--- src/rtl/calc_disp_pkg.sv ---
// Shared types and constants for the calculator display path.
package calc_disp_pkg;

   typedef enum logic {
      IDLE = 1'b0,
      SHOW = 1'b1
   } state_e;

   localparam int unsigned NREQ_DEFAULT = 4;

   localparam int unsigned SRC_OPA    = 0;
   localparam int unsigned SRC_OPB    = 1;
   localparam int unsigned SRC_RESULT = 2;
   localparam int unsigned SRC_STATUS = 3;

   // Owner/pointer index width; never narrower than one bit.
   function automatic int unsigned idx_w(input int unsigned n);
      return (n <= 2) ? 1 : $clog2(n);
   endfunction

endpackage

--- src/rtl/rr_pick.sv ---
// Combinational round-robin pick: first set request at or above the pointer, wrapping.
module rr_pick
   import calc_disp_pkg::*;
#(
   parameter  int unsigned NREQ = NREQ_DEFAULT,
   localparam int unsigned IW   = idx_w(NREQ)
) (
   input  logic [NREQ-1:0] req,
   input  logic [IW-1:0]   pointer,
   output logic            any_req,
   output logic [IW-1:0]   grant_idx
);

   int unsigned    pos;
   logic [IW-1:0]  cand;

   always_comb begin
      any_req   = 1'b0;
      grant_idx = '0;
      pos       = '0;
      cand      = '0;
      for (int unsigned k = 0; k < NREQ; k++) begin
         pos = 32'(pointer) + k;
         if (pos >= NREQ) pos = pos - NREQ;
         cand = IW'(pos);
         if (!any_req && req[cand]) begin
            any_req   = 1'b1;
            grant_idx = cand;
         end
      end
   end

endmodule

--- src/rtl/display_arbiter.sv ---
// Time-sliced round-robin arbiter feeding one byte to the LED displayer; each grant
// snapshots the source byte and holds it for HOLD cycles before re-arbitrating.
module display_arbiter
   import calc_disp_pkg::*;
#(
   parameter  int unsigned NREQ = NREQ_DEFAULT,
   parameter  int unsigned HOLD = 50000000,
   localparam int unsigned IW   = idx_w(NREQ),
   localparam int unsigned CW   = (HOLD <= 1) ? 1 : $clog2(HOLD)
) (
   input  logic              clk,
   input  logic              rst,
   input  logic [NREQ-1:0]   req,
   input  logic [8*NREQ-1:0] req_data,
   output logic [NREQ-1:0]   ack,
   output logic [7:0]        disp_data,
   output logic [IW-1:0]     owner,
   output logic              owner_valid,
   output logic              busy
);

   state_e            state_q, state_d;
   logic [CW-1:0]     cnt_q, cnt_d;
   logic [IW-1:0]     ptr_q, ptr_d;
   logic [IW-1:0]     owner_q, owner_d;
   logic [NREQ-1:0]   ack_q, ack_d;
   logic [7:0]        disp_q, disp_d;
   logic              valid_q, valid_d;
   logic              busy_q, busy_d;

   logic              any_req;
   logic [IW-1:0]     grant_idx;
   logic [7:0]        src_byte [NREQ];

   for (genvar g = 0; g < NREQ; g++) begin : g_unpack
      assign src_byte[g] = req_data[8*g +: 8];
   end

   rr_pick #(.NREQ(NREQ)) u_pick (
      .req       (req),
      .pointer   (ptr_q),
      .any_req   (any_req),
      .grant_idx (grant_idx)
   );

   always_comb begin
      state_d = state_q;
      cnt_d   = cnt_q;
      ptr_d   = ptr_q;
      owner_d = owner_q;
      ack_d   = '0;
      disp_d  = disp_q;
      valid_d = valid_q;
      busy_d  = busy_q;

      if (state_q == SHOW && cnt_q != '0) begin
         cnt_d = cnt_q - CW'(1);
      end else if (any_req) begin
         state_d = SHOW;
         cnt_d   = CW'(HOLD - 1);
         ptr_d   = (grant_idx == IW'(NREQ - 1)) ? '0 : grant_idx + IW'(1);
         owner_d = grant_idx;
         ack_d   = NREQ'(1) << grant_idx;
         disp_d  = src_byte[grant_idx];
         valid_d = 1'b1;
         busy_d  = 1'b1;
      end else begin
         // Window over with nobody waiting: display content is left as-is.
         state_d = IDLE;
         busy_d  = 1'b0;
      end
   end

   always_ff @(posedge clk) begin
      if (rst) begin
         state_q <= IDLE;
         cnt_q   <= '0;
         ptr_q   <= '0;
         owner_q <= '0;
         ack_q   <= '0;
         disp_q  <= '0;
         valid_q <= 1'b0;
         busy_q  <= 1'b0;
      end else begin
         state_q <= state_d;
         cnt_q   <= cnt_d;
         ptr_q   <= ptr_d;
         owner_q <= owner_d;
         ack_q   <= ack_d;
         disp_q  <= disp_d;
         valid_q <= valid_d;
         busy_q  <= busy_d;
      end
   end

   assign ack         = ack_q;
   assign disp_data   = disp_q;
   assign owner       = owner_q;
   assign owner_valid = valid_q;
   assign busy        = busy_q;

endmodule

--- config.mk ---
export PLATFORM = sky130hd
export DESIGN_NAME = display_arbiter
export DESIGN_NICKNAME = d
export VERILOG_FILES = /design/src/rtl/calc_disp_pkg.sv /design/src/rtl/rr_pick.sv /design/src/rtl/display_arbiter.sv
export SDC_FILE = /design/constraint.sdc
export NUM_CORES = 1
export LEC_CHECK = 0
export ABC_AREA = 1
export CORE_MARGIN = 3
export CORE_UTILIZATION = 53
export CTS_BUF_LIST = sky130_fd_sc_hd__clkbuf_16
export DETAILED_ROUTE_END_ITERATION = 16
export PLACE_DENSITY = 0.9
export SLEW_MARGIN = 0
export SYNTH_ARGS = -nofsm -noshare
export SYNTH_HDL_FRONTEND = slang
export SYNTH_HIERARCHICAL = 1
export SYNTH_SLANG_ARGS = --single-unit
--- constraint.sdc ---
create_clock -name clk -period 2.4 [get_ports clk]
set_clock_uncertainty 0.05 [all_clocks]
set_input_delay 0.48 -clock clk [delete_from_list [all_inputs] [get_ports clk]]
set_output_delay 0.48 -clock clk [all_outputs]
set_load 0.05 [all_outputs]
Yosys cells after proc, flatten, opt, wreduce, memory -nomap -nowiden
Index checks and enable logic that the tools add are counted.
{"block": "totals", "input_bits": 38, "register_bits": 44, "word_cells": 68, "out_inout_bits": 16}
{"block": "op_classes", "mux": 27, "eq_ne": 1, "n_lt_le_gt_ge": 9, "shift": 1, "reduce_logical": 11, "addsub": 9, "bitwise": 3}
{"operator": "26-bit two-way mux", "n": 2}
{"operator": "26-bit nonzero test", "n": 1}
{"operator": "26-bit by 1-bit subtractor with 26-bit output, second input constant", "n": 1}
{"operator": "2-bit two-way mux", "n": 9}
{"operator": "8-bit binary-select mux with 2-bit select", "n": 1}
{"operator": "8-bit two-way mux", "n": 2}
{"operator": "3-bit greater-or-equal comparator, second input constant", "n": 4}
{"operator": "2-bit by 3-bit < comparator with 1-bit output, second input constant", "n": 4}
{"operator": "1-bit two-way mux", "n": 9}
{"operator": "1-bit binary-select mux with 2-bit select", "n": 4}
{"operator": "2-bit by 1-bit subtractor with 2-bit output, second input constant", "n": 4}
{"operator": "2-bit by 2-bit adder with 3-bit output, second input constant", "n": 2}
{"operator": "1-bit logical AND", "n": 4}
{"operator": "1-bit by 2-bit left shift with 4-bit output, first input constant", "n": 1}
{"operator": "2-bit by 1-bit adder with 3-bit output, second input constant", "n": 1}
{"operator": "2-bit by 3-bit greater-or-equal comparator with 1-bit output, second input constant", "n": 1}
{"operator": "1-bit logical NOT", "n": 3}
{"operator": "2-bit inverter with 3-bit output", "n": 1}
{"operator": "3-bit OR reduction", "n": 1}
{"operator": "2-bit by 1-bit adder with 2-bit output, second input constant", "n": 1}
{"operator": "2-bit equality test, second input constant", "n": 1}
{"operator": "1-bit inverter", "n": 2}
{"operator": "2-bit AND reduction", "n": 1}
{"operator": "2-bit nonzero test", "n": 1}

Logic depth before layout (Yosys ltp)
Gate-level depths: netlist of run 1.
{"block": "depth", "ltp_word": 18, "mapped_depth": 16, "depth_no_buf": 15}

Modules after synthesis
The synthesis of run 1 kept the hierarchy.
{"module": "display_arbiter", "instances": 1, "cells_per_inst": 417, "area_each_um2": 2587.5, "seq_area_each_um2": 880.8}
{"module": "rr_pick", "instances": 1, "cells_per_inst": 59, "area_each_um2": 319.1, "seq_area_each_um2": 0.0}

Least setup slack after synthesis of run 1
Ideal clock, no wire load.
{"block": "synth_path", "path_kind": "register to register", "from": "register ptr_q[0]", "to": "register disp_q[0] (netlist: disp_data[0])", "path_buffers": 2, "slack_ps": 518, "arrival_time_ps": 1772, "stages_incl_launch_ff": 17, "setup_time_ps": 60, "synth_period_minus_slack_ps": 1882, "t_required_ps": 2290, "cell_sequence": "dfxtp_1 buf_6 nand2_1 nand2_4 nand2_1 nand2_1 nor2_1 nor2_2 nand2_1 nand2_1 inv_1 inv_1 clkbuf_1 nor2_1 o22ai_1 nand2_1 nand2_1"}
{"block": "synth_between", "elab_chain_len": 18, "elab_cells_between_ends": 42, "classes_between": "add/sub (7); order compare (4); mux (23); bitwise (1); reduce/logical (7)"}
{"element": "start: declaration", "line_no": "display_arbiter.sv:24", "rtl": "logic [IW-1:0] ptr_q, ptr_d;"}
{"element": "start signal: assignment", "line_no": "display_arbiter.sv:87", "rtl": "ptr_q <= ptr_d;"}
{"element": "branches (longest 13 deep; another with 2-bit by 1-bit adder with 3-bit output)"}
{"element": "2-bit two-way mux *", "line_no": "rr_pick.sv:26", "rtl": "if (!any_req && req[cand]) begin"}
{"element": "via grant_idx[0]", "line_no": "display_arbiter.sv:32", "rtl": "logic [IW-1:0] grant_idx;"}
{"element": "2-bit inverter with 3-bit output (not written as such) *", "line_no": "display_arbiter.sv:64", "rtl": "disp_d = src_byte[grant_idx];"}
{"element": "8-bit binary-select mux with 2-bit select *", "line_no": "display_arbiter.sv:64"}
{"element": "8-bit two-way mux (not written as such) * (2 in series)", "line_no": "display_arbiter.sv:64"}
{"element": "end signal: assignment", "line_no": "display_arbiter.sv:90", "rtl": "disp_q <= disp_d;"}
{"element": "end: declaration", "line_no": "display_arbiter.sv:27", "rtl": "logic [7:0] disp_q, disp_d;"}
Mark *: on every way through the listed nets, which the timed path passes. The select of a mux whose other input is x is not followed.
A chain may end at the register's enable or synchronous reset.

Worst setup path after layout of run 1
{"block": "layout_path", "from": "input req[2]", "to": "register disp_q[6] (netlist: disp_data[6])"}
{"block": "layout_between", "elab_chain_len": 16, "elab_cells_between_ends": 27, "classes_between": "mux (19); bitwise (1); reduce/logical (7)"}
{"element": "start: declaration", "line_no": "display_arbiter.sv:13", "rtl": "input logic [NREQ-1:0] req,"}
{"element": "1-bit binary-select mux with 2-bit select", "line_no": "rr_pick.sv:26"}
{"element": "1-bit two-way mux (not written as such)", "line_no": "rr_pick.sv:26"}
{"element": "1-bit two-way mux", "line_no": "rr_pick.sv:26"}
{"element": "1-bit logical NOT", "line_no": "rr_pick.sv:26"}
{"element": "1-bit logical AND", "line_no": "rr_pick.sv:26"}
{"element": "1-bit two-way mux", "line_no": "rr_pick.sv:26"}
{"element": "1-bit logical NOT", "line_no": "rr_pick.sv:26"}
{"element": "1-bit logical AND", "line_no": "rr_pick.sv:26"}
{"element": "1-bit two-way mux", "line_no": "rr_pick.sv:26"}
{"element": "1-bit logical NOT", "line_no": "rr_pick.sv:26"}
{"element": "1-bit logical AND", "line_no": "rr_pick.sv:26"}
{"element": "2-bit two-way mux *", "line_no": "rr_pick.sv:26"}
{"element": "via grant_idx[0]", "line_no": "display_arbiter.sv:32"}
{"element": "2-bit inverter with 3-bit output (not written as such) *", "line_no": "display_arbiter.sv:64"}
{"element": "8-bit binary-select mux with 2-bit select *", "line_no": "display_arbiter.sv:64"}
{"element": "8-bit two-way mux (not written as such) * (2 in series)", "line_no": "display_arbiter.sv:64"}
Mark *: on every way through the listed nets, which the timed path passes. The rest lies on a longest branch. The select of a mux whose other input is x is not followed.

==> impl_metrics.ini, run 1 <==
[outcome]
status = complete, no violations

[detailed_routing]
wl_met2_um = 3690
drt_iter0_drc = 290
first_pass_iters = 7
route.detailed.drc = 0
maxUsedRoutingLayer = met4
wl_met3_um = 572
viasPerCell = 5.41
wl_met1_um = 3170
num_vias = 3248
wire_per_inst_um = 12.6
ant_nets = 0
drt_wl_total_um = 7540

[cts]
cts.htree.levels = 2
hold_buffers = 0
cts_buffers = 5
cts_tree = built
clock_path_buffers = 2
post-cts-setup-buffers = 0
clkTransAtPathRegs_ns = 0.06
root_buffer = clkbuf_16
cts_sinks = 44
clkLatencyLatePin_ns = 0.28

[pwr]
power_density_mw_per_mm2 = 1220
peakVddDrop_mv = 0.886
leakage_uw = 0.00172
finalPower_uw = 4480

[cells_and_area]
diodes = 0
area_growth_syn_to_layout_pct = 26.4
fin_nets = 570
final_common_cell = nand2_1
drive_gt1_frac = 0.0981
nFillCells = 416
final_cell_mix = nand2_1, nor2_1, clkdlybuf4s50_1, nand3_1, inv_1
finish.utilization = 0.706

[timing]
rsz0062_at_grt = no
max-slew-margin-rel = 0.482
finalSetupViolCount = 0
drv_slew = 0
worst_slew_pin_slew_ns = 0.776
hold_viol = 0
max_clock_freq_mhz = 470
period_share = 0.887
fin_crit_ns = 2.13

[synthesis]
syn_inst = 476
synth_top_area_frac = 0.303
syn-num-nets = 517
yosysSeqAreaShare = 0.303
netlist_area_mm2 = 0.00291
yosys_warnings = 6
synth-async-reset-ratio = 0
synth_edf_count = 0
synth_flop_cell = dfxtp_1
netlist-cell-type-count = 29
synth_seq_cells = 44
synth_area_leaders = dfxtp_1, nand2_1, nor2_1
synth_top_area_cell = dfxtp_1
syn_area_per_cell_um2 = 6.11

[setup_path]
critical-path-top-delay-family = buffers and inverters
start_kind = input port
cp.arrival_ns = 2.26
crit_chain = clkdlybuf4s50_1, inv_1, nand2_1, nand3_2, nand2_4, nor2_4, nand3_2, nand2_1, nand2_1, inv_1, inv_1, buf_12, o21ai_0, o22ai_1, nand2_1, nand2_1
worst_ep_required_time_ns = 2.53
end_kind = flop
critPathMaxFanout = 17
critical_path_class = in2reg
path_common_cell = nand2_1
critPathBufInv = 5
worst_path_largest_cell_delay_ns = 0.43
cp_slowest_cell = clkdlybuf4s50_1

[floorplan]
core_mm2 = 0.00520
row_count = 26
fp.dieW_um = 80.1
fp.dieH_um = 80.1
die_area_mm2 = 0.00641
start_util = 0.558
pin_count = 54

[place]
numPortBuffers = 53
dpl.hpwl_um = 5550
gp_congestion = 0.895

[global_routing]
grt_max_degree = 26
antenna_found_initial = 0
grt_pass1_wl_um = 13100
grt-ovfl-total = 0
grt_pass1_vias = 3108
grt_usage = 0.251

[flow_run]
drv_cap = 0

[min_path]
hold_class = reg2reg
## routing by layer
layer | up-vias | track usage
met2 | 139 | 0.440
met4 | 0 | 0.0676
met3 | 15 | 0.0650
li1 | 1618 | -
met5 | - | 0
met1 | 1476 | 0.301
## registers in the layout, summed over array words and instances, names as in the netlist
signal and cells:
ack 4, busy 1, cnt_q 26, disp_data 8, owner 2, owner_valid 1
ptr_q 2
## synth_stat cells, types with 5 or more instances
cell / count
o21ai_0: 18
inv_1: 49
nand4_1: 15
nand2_2: 11
nand2_1: 112
dfxtp_1: 44
a21oi_1: 11
nor2_1: 102
nor2_2: 5
o21bai_1: 8
clkbuf_1: 9
o22ai_1: 8
nand3_1: 50
nand2_4: 5
## metrics by stage
stage	setup slack, ns	setup TNS (ns)	instances	hold slack (ns)	cell area (um^2)
6_report	0.270	0	600	0.423	3670
5_1_grt	0.0653	0	600	0.451	3670
4_1_cts	0.216	0	600	0.425	3670
3_5_place_dp	-0.0207	-0.0297	592	0.409	3530
3_3_place_gp	0.0953	0	592	0.403	3530
2_1_floorplan	0.518	0	476	0.418	2910
## kinds of logic (layout without fill, tap and decap cells)
group | after synthesis | count (layout) | share of synthesized area
and+or+nand+nor | 310 | 310 | 0.485
buffers and inverters | 70 | 124 | 0.101
DFF | 44 | 44 | 0.303
adders and majority gates | 3 | 3 | 0.0129
xor gates and xnor gates | 3 | 3 | 0.00904
AOI/OAI and AO/OA | 46 | 46 | 0.0895
## layout make-up
| cell class | instances | area (um^2) | area share |
|---|---|---|---|
| Clock inverter | 3 | 13.8 | 0.00375 |
| Inverter | 52 | 196 | 0.0535 |
| Clock buffer | 5 | 125 | 0.0341 |
| Tap cell | 70 | 87.6 | 0.0238 |
| Sequential cell | 44 | 882 | 0.240 |
| Multi-Input combinational cell | 362 | 1730 | 0.472 |
| Timing Repair Buffer | 64 | 636 | 0.173 |
## what timing repair did
item	CTS	global route
endpoints found under the setup margin	0	1
hold endpoints to repair	0	0
resized for setup	0	1
## tightest hold or removal path, cell delays in order (launching register included)
cell and delay (ns):
dfxtp_1 0.31, nand3_1 0.07, nand2_1 0.05
## path summary, 6_finish.rpt
check	startpoint	cells past startpoint	end	slack, ns
max	req[2]	16	disp_data[6]	0.27
min	disp_data[5]	2	disp_data[5]	0.42
max reg2reg	ptr_q[1]	16	disp_data[6]	0.37
min reg2reg	disp_data[5]	2	disp_data[5]	0.42
## power breakdown
part	switching [uW]	total, uW	leakage (uW)	internal [uW]
Combinational	1740	2740	0.00129	994
Sequential	165	1090	0.000364	921
Clock	281	659	0.0000710	378
Note: power is estimated with default switching activity, not from simulation.
==> inputs of run 2 (changes only) <==
--- a/config.mk
+++ b/config.mk
@@ -11,6 +11,7 @@
 export CTS_BUF_LIST = sky130_fd_sc_hd__clkbuf_16
 export DETAILED_ROUTE_END_ITERATION = 16
 export PLACE_DENSITY = 0.9
+export RECOVER_POWER = 50
 export SLEW_MARGIN = 0
 export SYNTH_ARGS = -nofsm -noshare
 export SYNTH_HDL_FRONTEND = slang
==> run 2 against run 1 <==
Sequential cell count did not move. Largest power group unchanged. Final cell count did not move. Sequential share of layout area rose by 0.12 points. Highest routed layer unchanged. Largest cell class unchanged. Non-clock buffer count did not move. Die area did not move. Maximum frequency fell by 0.73%. Cell area fell by 0.48%. Combinational power fell by 2%.
==> impl_metrics.ini, run 2 (synthesis results as in run 1) <==
[outcome]
status = complete, no violations

[detailed_routing]
num_vias = 3260
viasPerCell = 5.43
wire_per_inst_um = 12.5
first_pass_iters = 7
drt_wl_total_um = 7520
ant_nets = 0
drt_iter0_drc = 266
route.detailed.drc = 0

[timing]
finalSetupTns_ns = 0
max_clock_freq_mhz = 466
period_share = 0.894
rsz0062_at_grt = no
worst_slew_pin_slew_ns = 0.766
finalSetupViolCount = 0
max-slew-margin-rel = 0.489
hold_viol = 0
drv_slew = 0
fin_crit_ns = 2.15

[cells_and_area]
drive_gt1_frac = 0.0943
diodes = 0
final_cell_mix = nand2_1, nor2_1, nand3_1, inv_1, dfxtp_1
final_cell_area_mm2 = 0.00366
regMostFlops = cnt_q
area_growth_syn_to_layout_pct = 25.8
largest_reg_flops = 26
fin_nets = 570
final_common_cell = nand2_1

[setup_path]
reg2reg_depth = 11
timing.rr.start = cnt_q[0]
r2r-end = ptr_q[0]
cp-endpoint = ptr_q[0]
startpoint = req[0]
end_kind = flop
start_kind = input port
critPathMaxFanout = 9
critical_path_class = in2reg
cp.arrival_ns = 2.32
reg2reg_slack_ns = 0.31
worst_ep_required_time_ns = 2.57

[floorplan]
core_mm2 = 0.00520
fp.dieW_um = 80.1
fp.dieH_um = 80.1
pin_count = 54
row_count = 26
start_util = 0.558
die_area_mm2 = 0.00641

[global_routing]
grt-ovfl-total = 0
grt_pass1_vias = 3108
grt_usage = 0.251
antenna_found_initial = 0
grt_pass1_wl_um = 13100
grt_max_degree = 26

[cts]
cts_tree = built
cts_buffers = 5
cts_sinks = 44
clock_path_buffers = 2
clkLatencyLatePin_ns = 0.29
root_buffer = clkbuf_16
post-cts-setup-buffers = 0
clkTransAtPathRegs_ns = 0.06
cts.htree.levels = 2
hold_buffers = 0

[place]
numPortBuffers = 53
gp_congestion = 0.895
dpl.hpwl_um = 5550
dpl-instance-area_mm2 = 0.00353

[flow_run]
drv_cap = 0

[pwr]
power_density_mw_per_mm2 = 1210
leakage_uw = 0.00176
peakVddDrop_mv = 0.887

[min_path]
hold_class = reg2reg
## run 2: cell count changes in the layout (fill, tap and decap cells not counted), sizes merged
| cell | before | now |
|---|---|---|
| buf | 12 | 11 |
| clkbuf | 5 | 6 |
| dlygate4sd3 | 0 | 15 |
| clkdlybuf4s50 | 52 | 37 |
## run 2: metrics by stage
step / worst slack (ns) / util / hold WS (ns) / total power (uW) / cells
after floorplan: 0.518 / - / 0.418 / 3020 / 476
after global placement: 0.0953 / 0.679 / 0.403 / 3720 / 592
after detailed placement: -0.0207 / 0.679 / 0.409 / 3800 / 592
after CTS: 0.216 / 0.706 / 0.425 / 4470 / 600
after global routing: 0.0445 / 0.702 / 0.448 / 4810 / 600
final: 0.255 / 0.702 / 0.418 / 4430 / 600
## run 2: worst min path at each step
stage,from,endpoint,slack (ns),cells past startpoint
finish,owner_valid,owner_valid,0.42,2
detailed placement,owner[0],owner[0],0.41,2
floorplan,cnt_q[1],cnt_q[1],0.42,2
CTS,owner[0],owner[0],0.43,2
global route,owner[1],owner[1],0.45,2
global placement,owner_valid,owner_valid,0.40,2
## run 2: layout make-up
cell class | instances | area (um^2)
multi-input combinational | 362 | 1720
fill | 421 | 1550
sequential | 44 | 882
timing repair buffer | 64 | 633
inverter | 52 | 196
clock buffer | 5 | 125
tap | 70 | 87.6
clock inverter | 3 | 13.8
## run 2: repair_timing
action | in CTS | in global routing
gates resized for setup | 0 | 1
endpoints found under the hold margin | 0 | 0
endpoints found under the setup margin | 0 | 1
## run 2: critical path: stages
cell and delay (ns):
clkdlybuf4s50_1 0.47, inv_1 0.06, nand2_1 0.10, nand3_1 0.08, nand2_1 0.13, inv_1 0.09, nand3b_1 0.15, nand2_1 0.15
nor2_2 0.32, buf_4 0.20, nand2_1 0.05, nand2_1 0.05
## run 2: where the power goes
part	internal [uW]	total [uW]	switching [uW]	leakage, uW
logic	954	2680	1730	0.00133
clock network	378	659	281	0.0000710
registers	921	1080	161	0.000364
total	2250	4430	2170	0.00176
## run 2: per-layer routing
metal,wire length (um),track usage,vias up
met5,0,0,-
met4,103,0.0676,0
met3,631,0.0650,13
met2,3650,0.440,154
met1,3140,0.301,1479
li1,-,-,1614
==> inputs of run 3 (changes only) <==
--- a/config.mk
+++ b/config.mk
@@ -7,10 +7,10 @@
 export LEC_CHECK = 0
 export ABC_AREA = 1
 export CORE_MARGIN = 3
-export CORE_UTILIZATION = 53
-export CTS_BUF_LIST = sky130_fd_sc_hd__clkbuf_16
+export CORE_UTILIZATION = 54
+export CTS_BUF_LIST = sky130_fd_sc_hd__clkbuf_4
 export DETAILED_ROUTE_END_ITERATION = 16
-export PLACE_DENSITY = 0.9
+export PLACE_DENSITY = 0.91
 export RECOVER_POWER = 50
 export SLEW_MARGIN = 0
 export SYNTH_ARGS = -nofsm -noshare
==> run 3 against run 2 <==
Clock power fell by 27%. Critical endpoint is now owner_valid. Sequential cell count unchanged. First-iteration DRC count increased by 5.6%.
==> impl_metrics.ini, run 3 (synthesis results as in run 1) <==
[outcome]
status = complete, no violations

[floorplan]
fp.dieW_um = 79.4
die_area_mm2 = 0.00630
start_util = 0.562
row_count = 26
core_mm2 = 0.00517
fp.dieH_um = 79.4
pin_count = 54

[detailed_routing]
ant_nets = 0
wire_per_inst_um = 12.9
num_vias = 3295
route.detailed.drc = 0
viasPerCell = 5.49
first_pass_iters = 5
drt_iter0_drc = 281
drt_wl_total_um = 7740

[place]
dpl.hpwl_um = 5800
numPortBuffers = 53
dpl-instance-area_mm2 = 0.00353
gp_congestion = 0.940
dp_slack_ns = -0.0239

[setup_path]
worst_ep_required_time_ns = 1.87
reg2reg_depth = 11
crit_chain = dlygate4sd3_1
critPathMaxFanout = 2
critical-path-top-delay-family = buffers and inverters
critical_path_depth = 1
start_kind = flop
startpoint = owner_valid
cp_slowest_cell = dlygate4sd3_1
cp-endpoint = owner_valid
reg2reg_slack_ns = 0.28
cp.arrival_ns = 1.64
end_kind = primary output
critPathBufInv = 1
timing.rr.start = ptr_q[0]
critical_path_class = reg2out
r2r-end = disp_data[0]
worst_path_largest_cell_delay_ns = 0.90

[cells_and_area]
diodes = 0
final_cell_area_mm2 = 0.00359
final_common_cell = nand2_1
drive_gt1_frac = 0.0943
area_growth_syn_to_layout_pct = 23.4
largest_reg_flops = 26
final_cell_mix = nand2_1, nor2_1, nand3_1, inv_1, dfxtp_1
regMostFlops = cnt_q
fin_nets = 570
finish.utilization = 0.694

[cts]
clock_path_buffers = 2
clkLatencyLatePin_ns = 0.38
post-cts-setup-buffers = 0
cts.htree.levels = 2
root_buffer = clkbuf_4
hold_buffers = 0
cts_buffers = 5
cts_tree = built
cts_sinks = 44
post_cts_resize_count = 0
clkTransAtPathRegs_ns = 0.13

[pwr]
peakVddDrop_mv = 0.984
power_density_mw_per_mm2 = 1180
leakage_uw = 0.00172

[global_routing]
antenna_found_initial = 0
grt_pass1_wl_um = 13400
grt_usage = 0.256
grt_pass1_vias = 3183
grt_max_degree = 26
grt-ovfl-total = 0

[timing]
worst_slew_pin_slew_ns = 0.611
finalSetupViolCount = 0
hold_viol = 0
rsz0062_at_grt = no
fin_crit_ns = 2.17
drv_slew = 0
max_clock_freq_mhz = 461
max-slew-margin-rel = 0.595
period_share = 0.903
finalWorstSetupSlack_ns = 0.233

[min_path]
hold_class = reg2reg

[flow_run]
drv_cap = 0
## run 3: cell count changes in the layout (fill, tap and decap cells not counted), sizes merged
cell / before / now
buf: 11 / 10
bufinv: 0 / 1
dlygate4sd3: 15 / 12
clkdlybuf4s50: 37 / 40
clkinv: 4 / 2
clkinvlp: 0 / 1
clkbuf: 6 / 7
## run 3: per-stage QoR
step           instances  total power [uW]  hold slack, ns  setup TNS [ns]
6_report             600              4250           0.432               0
4_1_cts              600              4260           0.432               0
3_5_place_dp         592              3780           0.412         -0.0344
3_3_place_gp         592              3670           0.409               0
5_1_grt              600              4610           0.453               0
2_1_floorplan        476              3020           0.418               0
## run 3: worst min path at each step
| stage | startpoint | cells after the start | slack (ns) | endpoint |
|---|---|---|---|---|
| detailed placement | owner[0] | 2 | 0.41 | owner[0] |
| global route | disp_data[1] | 2 | 0.45 | disp_data[1] |
| floorplan | cnt_q[1] | 2 | 0.42 | cnt_q[1] |
| CTS | owner[0] | 2 | 0.43 | owner[0] |
| finish | owner[0] | 2 | 0.43 | owner[0] |
| global placement | disp_data[3] | 2 | 0.41 | disp_data[3] |
## run 3: report_power, final
| part | switching [uW] | internal (uW) | total, uW |
|---|---|---|---|
| combinational | 1750 | 937 | 2690 |
| sequential | 161 | 917 | 1080 |
| clock | 262 | 217 | 479 |
## run 3: per-layer routing
layer / wire length, um / global-route usage / vias to the layer above
li1: - / - / 1618
met1: 3230 / 0.310 / 1491
met2: 3790 / 0.455 / 162
met3: 559 / 0.0533 / 24
met4: 165 / 0.0704 / 0
met5: 0 / 0 / -
## run 3: layout make-up
type	count	area, um^2
Multi-Input combinational cell	362	1730
Tap cell	70	87.6
Sequential cell	44	881
Fill cell	420	1590
Clock buffer	5	37.5
Clock inverter	3	42.5
Inverter	52	196
Timing Repair Buffer	64	617
